<file path="src/rtl/adder_nbit_pipe_if.sv">
// adder_nbit_pipe_if
//   Streaming bundle for the pipelined adder.
//   Operand side : in_valid, in_ready, a, b, carry_in
//   Result side  : out_valid, out_ready, out_sum, overflow
//   Modports     : master = operand producer / result consumer
//                  slave  = the adder itself
interface adder_nbit_pipe_if #(
   parameter int NUM_BITS = 16
);
   logic                in_valid;
   logic                in_ready;
   logic [NUM_BITS-1:0] a;
   logic [NUM_BITS-1:0] b;
   logic                carry_in;
   logic                out_valid;
   logic                out_ready;
   logic [NUM_BITS-1:0] out_sum;
   logic                overflow;

   modport master (
      output in_valid, a, b, carry_in, out_ready,
      input  in_ready, out_valid, out_sum, overflow
   );

   modport slave (
      input  in_valid, a, b, carry_in, out_ready,
      output in_ready, out_valid, out_sum, overflow
   );
endinterface

</file>
<file path="src/rtl/adder_nbit_pipe.sv">
// adder_nbit_pipe
//   Pipelined unsigned adder: sum = a + b + carry_in, split into
//   CHUNK_BITS-wide ripple slices, one slice per register stage.
//   NUM_STAGES = NUM_BITS / CHUNK_BITS; NUM_BITS must be a multiple of
//   CHUNK_BITS. Latency NUM_STAGES cycles, one result per cycle.
// Ports
//   clk    : rising-edge clock
//   n_rst  : asynchronous active-low reset
//   bus    : adder_nbit_pipe_if.slave (valid/ready operands in, results out)
// Build option
//   ADDER_SAT_EN : when defined, out_sum clamps to all ones on carry-out;
//                  overflow still reports the carry.
module adder_nbit_pipe #(
   parameter int NUM_BITS   = 16,
   parameter int CHUNK_BITS = 4
) (
   input  logic             clk,
   input  logic             n_rst,
   adder_nbit_pipe_if.slave bus
);
   localparam int NUM_STAGES = NUM_BITS / CHUNK_BITS;

   // The whole pipe moves as one; a stalled output freezes every stage.
   logic advance;
   assign advance    = bus.out_ready | ~bus.out_valid;
   assign bus.in_ready = advance;

   for (genvar k = 0; k < NUM_STAGES; k++) begin : g_stage
      logic [NUM_BITS-1:0] src_a;
      logic [NUM_BITS-1:0] src_b;
      logic [NUM_BITS-1:0] src_sum;
      logic                src_c;
      logic                src_v;
      logic [CHUNK_BITS:0] chunk_add;
      logic                vld_d, vld_q;
      logic                cry_d, cry_q;
      logic [NUM_BITS-1:0] sum_d, sum_q;

      if (k == 0) begin : g_head
         assign src_a   = bus.a;
         assign src_b   = bus.b;
         assign src_c   = bus.carry_in;
         assign src_v   = bus.in_valid;
         assign src_sum = '0;
      end else begin : g_body
         assign src_a   = g_stage[k-1].g_opnd.a_q;
         assign src_b   = g_stage[k-1].g_opnd.b_q;
         assign src_c   = g_stage[k-1].cry_q;
         assign src_v   = g_stage[k-1].vld_q;
         assign src_sum = g_stage[k-1].sum_q;
      end

      assign chunk_add = {1'b0, src_a[k*CHUNK_BITS +: CHUNK_BITS]}
                       + {1'b0, src_b[k*CHUNK_BITS +: CHUNK_BITS]}
                       + {{CHUNK_BITS{1'b0}}, src_c};

      // sum_q carries the already-finished lower chunks forward, so every
      // chunk of a transaction reaches the output in the same cycle.
      always_comb begin
         vld_d = vld_q;
         cry_d = cry_q;
         sum_d = sum_q;
         if (advance) begin
            vld_d = src_v;
            cry_d = chunk_add[CHUNK_BITS];
            sum_d = src_sum;
            sum_d[k*CHUNK_BITS +: CHUNK_BITS] = chunk_add[CHUNK_BITS-1:0];
`ifdef ADDER_SAT_EN
            if (k == NUM_STAGES-1 && chunk_add[CHUNK_BITS]) begin
               sum_d = '1;
            end
`endif
         end
      end

      always_ff @(posedge clk or negedge n_rst) begin
         if (!n_rst) begin
            vld_q <= 1'b0;
            cry_q <= 1'b0;
            sum_q <= '0;
         end else begin
            vld_q <= vld_d;
            cry_q <= cry_d;
            sum_q <= sum_d;
         end
      end

      // The final stage has no later consumer of the operands.
      if (k < NUM_STAGES-1) begin : g_opnd
         logic [NUM_BITS-1:0] a_d, a_q;
         logic [NUM_BITS-1:0] b_d, b_q;

         always_comb begin
            a_d = a_q;
            b_d = b_q;
            if (advance) begin
               a_d = src_a;
               b_d = src_b;
            end
         end

         always_ff @(posedge clk or negedge n_rst) begin
            if (!n_rst) begin
               a_q <= '0;
               b_q <= '0;
            end else begin
               a_q <= a_d;
               b_q <= b_d;
            end
         end
      end
   end

   assign bus.out_valid = g_stage[NUM_STAGES-1].vld_q;
   assign bus.out_sum   = g_stage[NUM_STAGES-1].sum_q;
   assign bus.overflow  = g_stage[NUM_STAGES-1].cry_q;
endmodule

</file>
<file path="src/flat_wrapper.sv">
// flat-port wrapper written by rule: the top's interface ports become plain ports
module adder_nbit_pipe_flat 
#(
   parameter int NUM_BITS   = 16,
   parameter int CHUNK_BITS = 4
)
  (clk, n_rst, bus_in_valid, bus_a, bus_b, bus_carry_in, bus_out_ready, bus_in_ready, bus_out_valid, bus_out_sum, bus_overflow);
  adder_nbit_pipe_if #(.NUM_BITS(NUM_BITS)) bus_i ();
  input  logic clk;
  input  logic n_rst;
  input wire logic [$bits(bus_i.in_valid)-1:0] bus_in_valid;
  input wire logic [$bits(bus_i.a)-1:0] bus_a;
  input wire logic [$bits(bus_i.b)-1:0] bus_b;
  input wire logic [$bits(bus_i.carry_in)-1:0] bus_carry_in;
  input wire logic [$bits(bus_i.out_ready)-1:0] bus_out_ready;
  output wire logic [$bits(bus_i.in_ready)-1:0] bus_in_ready;
  output wire logic [$bits(bus_i.out_valid)-1:0] bus_out_valid;
  output wire logic [$bits(bus_i.out_sum)-1:0] bus_out_sum;
  output wire logic [$bits(bus_i.overflow)-1:0] bus_overflow;
  assign bus_i.in_valid = bus_in_valid;
  assign bus_i.a = bus_a;
  assign bus_i.b = bus_b;
  assign bus_i.carry_in = bus_carry_in;
  assign bus_i.out_ready = bus_out_ready;
  assign bus_in_ready = bus_i.in_ready;
  assign bus_out_valid = bus_i.out_valid;
  assign bus_out_sum = bus_i.out_sum;
  assign bus_overflow = bus_i.overflow;
  adder_nbit_pipe #(.NUM_BITS(NUM_BITS), .CHUNK_BITS(CHUNK_BITS)) u_core (.clk(clk), .n_rst(n_rst), .bus(bus_i));
endmodule
</file>
<file path="config.mk">
export PLATFORM = sky130hd
export DESIGN_NAME = adder_nbit_pipe_flat
export DESIGN_NICKNAME = d
export VERILOG_FILES = /design/src/rtl/adder_nbit_pipe_if.sv /design/src/rtl/adder_nbit_pipe.sv /design/src/flat_wrapper.sv
export SDC_FILE = /design/constraint.sdc
export NUM_CORES = 1
export LEC_CHECK = 0
export BUFFER_PORTS_ARGS = -buffer_cell sky130_fd_sc_hd__buf_2
export CELL_PAD_IN_SITES_DETAIL_PLACEMENT = 2
export CELL_PAD_IN_SITES_GLOBAL_PLACEMENT = 2
export CORE_UTILIZATION = 35
export DETAILED_ROUTE_END_ITERATION = 7
export HOLD_SLACK_MARGIN = 0.15
export PLACE_DENSITY_LB_ADDON = 0.05
export SLEW_MARGIN = 0
export SYNTH_ARGS = -nofsm -noshare
export SYNTH_HDL_FRONTEND = slang
export SYNTH_SLANG_ARGS = --single-unit
</file>
<file path="constraint.sdc">
create_clock -name clk -period 2.1 [get_ports clk]
set_input_delay 0.315 -clock clk [delete_from_list [all_inputs] [get_ports clk]]
set_output_delay 0.315 -clock clk [all_outputs]
set_load 0.05 [all_outputs]
</file>
; Word level (Yosys, flattened, before mapping)
; Cells that the tools add are included.
; Widths: inputs -> output; s select.
[totals]
reg_bits = 144
ramBits = 0
n_memories = 0
in_bits = 37
out_inout_bits = 19
mem_bits_ro = 0
wordCells = 28
latchBits = 0
[classes]
n_lt_le_gt_ge = 0
mux = 0
n_reduce_logical = 0
n_bitwise = 2
multipliers = 0
addsub = 8
shift = 0
div = 0
eq_ne = 0
[op_table]
columns = operator, count
row1 = $add 4x4->5, 4
row2 = $add 5x1->5, 4
row3 = $not 1->1, 1
row4 = $or 1x1->1, 1

; Logic depth before layout (Yosys ltp)
[logic_depth]
ltp_word = 2
ltp_mapped = 7

; Worst setup path before layout
; OpenSTA, ideal clock, no wires.
[synth_timing]
path_kind = register to register
startpoint = reg u_core.g_stage[0].g_opnd.b_q[4]
endpoint = reg u_core.g_stage[1].cry_q
setup_slack_ns = 0.374
arrival_time_ns = 1.598
synth_period_minus_slack_ns = 1.726
n_path_buf = 0
setup_ns = 0.127
stages_incl_launch_ff = 6
path_cell_list = dfrtp_1 -> fa_1 -> fa_1 -> a21o_1 -> a21oi_1 -> a21oi_1
[synth_via]
elab_chain_len = 2
[synth_rtl]
columns = element, line_no
row1 = from (decl), adder_nbit_pipe.sv:91  ; logic [NUM_BITS-1:0] b_d, b_q;
row2 = from (signal assigned), adder_nbit_pipe.sv:105  ; b_q <= '0;
row3 = from (signal assigned), adder_nbit_pipe.sv:108  ; b_q <= b_d;
row4 = $add 4x4->5, adder_nbit_pipe.sv:54  ; + {1'b0, src_b[k*CHUNK_BITS +: CHUNK_BITS]}
row5 = $add 5x1->5, adder_nbit_pipe.sv:55  ; + {{CHUNK_BITS{1'b0}}, src_c};
row6 = to (signal assigned), adder_nbit_pipe.sv:83  ; cry_q <= cry_d;
row7 = to (decl), adder_nbit_pipe.sv:36  ; logic cry_d, cry_q;
; Every way passes these cells.
; A chain may end at the register's enable or synchronous reset.

; Worst setup path after layout
; Ends and elaborated chain as after synthesis.

==> results by group <==
Drt
  – Post-route ant nets: 0
  – DRC Markers: 0
  – Met2 wire length: 4.31 mm
  – Final WL: 9.24 mm
  – Avg WL per Cell: 14.4 um
  – Top sig layer: met4
  – Met3 Wirelength: 245 um
  – TritonRoute pass-1 iters: 4
  – Drt first-iter violations: 74
  – Via count: 2983
  – Vias/cell: 4.64
  – Wl on met1: 4.51 mm

GRT
  – Global-route usage over all layers: 0.172
  – Total grt overflow: 0
  – Antenna violations before repair: 0
  – Global-route wire length before repair: 15.6 mm
  – Largest net degree at the start of global routing: 91
  – Vias in the first global route: 3128

Die
  – Die area: 12100 um2
  – Die width: 110 um
  – Placeable Area: 11400 um2
  – Initial Utilization: 0.359
  – IO Pins: 56
  – # rows: 39
  – Die Y: 110 um

Synthesis
  – Synth area leaders: dfrtp_1 (59%), nand2_1 (22%), fa_1 (3.9%)
  – Mapped Nets: 500
  – Top-area cell type share of the netlist area: 0.586
  – Distinct cells, synth: 20
  – Syn Inst Count: 443
  – Syn avg cell area: 9.25 um2
  – Ys Warns: 0
  – Top cell type by total area after synthesis: dfrtp_1
  – Seq/Total Area, Yosys: 0.586
  – Yosys reg bits: 96
  – Synth Cell Area: 4100 um2

Timing
  – Setup tns final: 0 ps
  – Final setup violation count: 0
  – Max_slew headroom: 0.722
  – Final min period: 1870 ps
  – RSZ-0062 raised after global routing: no
  – Final critical-path share of the clock period: 0.889
  – Slew @ Worst Pin: 417 ps
  – Fmax: 536 MHz
  – Clk_skew: 5.30 ps
  – Final Hold Vio Count: 0
  – Final Max Slew Viols: 0

Final layout
  – Fill cells: 1278
  – Layout cells sized above 1: 0.154
  – Diodes inserted: 0
  – NumNets Final: 552
  – Most common cell after layout, fill and taps aside: nand2_1
  – P&R area growth vs syn: 17.6%
  – Commonest cells after routing, fill and taps aside: nand2_1 (238), dfrtp_1 (96), buf_2 (54)

Power and ir drop
  – PnR Total Power: 7.73 mW
  – Worst vdd ir: 0.596 mV
  – Leak: 2.60 nW
  – Pwr per Cell Area: 1600 nW/um2

Worst setup path
  – Worst path max stage delay: 470 ps
  – CP max FO: 2
  – CP Data Arrival Time: 2080 ps
  – Worst path cell trace: fa_1, fa_1, a21o_1, a21oi_1, a21oi_1
  – Crit. End Element: flip-flop
  – Critical path type: reg -> reg
  – CP delay by family, top: adder cells
  – Crit start category: flip-flop
  – Slowest-stage cell, CP: fa_1
  – WP buf/inv: 0
  – Worst path required time: 2310 ps

Clocking
  – Setup Fix Bufs, Post-CTS: 0
  – Clock transition at path regs: 70 ps
  – Worst-Skew Late Latency: 340 ps
  – Clock tree from TritonCTS: yes
  – H-Tree Depth: 3
  – Clk root buf: clkbuf_16
  – CTS Sinks: 96
  – Max Buffers Root-to-Sink: 2
  – TritonCTS Buffers: 9

Place
  – Placer Congestion: 0.698
  – Count of input and output buffers: 55
  – DP HPWL: 6.22 mm

Hold path
  – HP Class: in -> reg

Flow run
  – Max_cap viols: 0

Status
  – Outcome: completed
worst paths after layout:
| path | start | endpoint | slack [ps] | depth (start not counted) |
|---|---|---|---|---|
| max in group asynchronous | n_rst | u_core.g_stage[0].g_opnd.a_q[7] | 990 | 3 |
| min in group asynchronous | n_rst | u_core.g_stage[0].g_opnd.a_q[15] | 440 | 2 |
| worst min register to register | u_core.bus.out_sum[0] | u_core.bus.out_sum[0] | 460 | 2 |
| worst max-delay path | u_core.g_stage[0].g_opnd.b_q[4] | u_core.g_stage[1].cry_q | 230 | 5 |
| worst max register to register | u_core.g_stage[0].g_opnd.b_q[4] | u_core.g_stage[1].cry_q | 230 | 5 |
| worst min-delay path | bus_a[15] | u_core.g_stage[0].g_opnd.a_q[15] | 170 | 3 |
worst min-delay path, cell delays in order:
cell	delay, ps
buf_2	80
nand2_1	40
nand2_1	50
routing by layer:
layer | GRT usage | vias to the layer above
met2 | 0.265 | 44
met1 | 0.239 | 1468
met4 | 0.0789 | 0
met5 | 0 | -
li1 | - | 1460
met3 | 0.0282 | 11
sequential cells by signal, indices dropped and copies added (netlist names):
signal                     cells
u_core.bus.out_sum            16
u_core.bus.out_valid           1
u_core.bus.overflow            1
u_core.g_stage.cry_q           3
u_core.g_stage.g_opnd.a_q     24
u_core.g_stage.g_opnd.b_q     24
u_core.g_stage.sum_q          24
u_core.g_stage.vld_q           3
layout make-up:
type / count / area, um2 / area share
Clock inverter: 3 / 40.0 / 0.00831
Clock buffer: 13 / 260 / 0.0540
Tap cell: 143 / 179 / 0.0371
Inverter: 11 / 41.3 / 0.00857
Sequential cell: 96 / 2400 / 0.498
Multi-Input combinational cell: 315 / 1530 / 0.317
Timing Repair Buffer: 62 / 370 / 0.0768
repair_timing:
item | 4_1_cts | 5_1_grt
setup endpoints to repair | 0 | 0
resized for setup | 0 | 0
hold buffers | 1 | 0
endpoints found under the hold margin | 24 | 0
cell families after synthesis:
| group | synth area share |
|---|---|
| AO/OA/AOI/OAI | 0.0434 |
| flip-flops | 0.586 |
| AND/OR/NAND/NOR | 0.237 |
| XOR/XNOR | 0.0150 |
| adder cells (fa/ha/maj) | 0.0757 |
| buffers and inverters | 0.0424 |
per-stage QoR:
step                utilization  cell area, um2  hold slack [ps]  worst slack [ps]  std cells
floorplan                     -            4100             19.4               374        443
global placement          0.395            4510              272               307        626
detailed placement        0.395            4510              274               234        626
CTS                       0.422            4820              153               216        643
global route              0.422            4820              166               137        643
finish                    0.422            4820              169               234        643
cells in the mapped netlist:
library cell and instances:
a21o_1 5, a21oi_1 14, buf_2 4, buf_4 7
buf_6 3, clkbuf_1 7, dfrtp_1 96, fa_1 8
ha_1 12, inv_1 10, inv_2 1, nand2_1 238
nand2b_1 1, nor2_1 12, nor2b_1 3, nor2b_2 1
o21ai_0 3, o21ai_1 11, xnor2_1 1, xor2_1 6
power by group:
part	switching, mW	internal (mW)	total (mW)
clock	0.684	0.986	1.67
sequential	0.457	2.66	3.11
combinational	1.96	0.985	2.95
total	3.11	4.63	7.73
(Power assumes the default switching activity.)
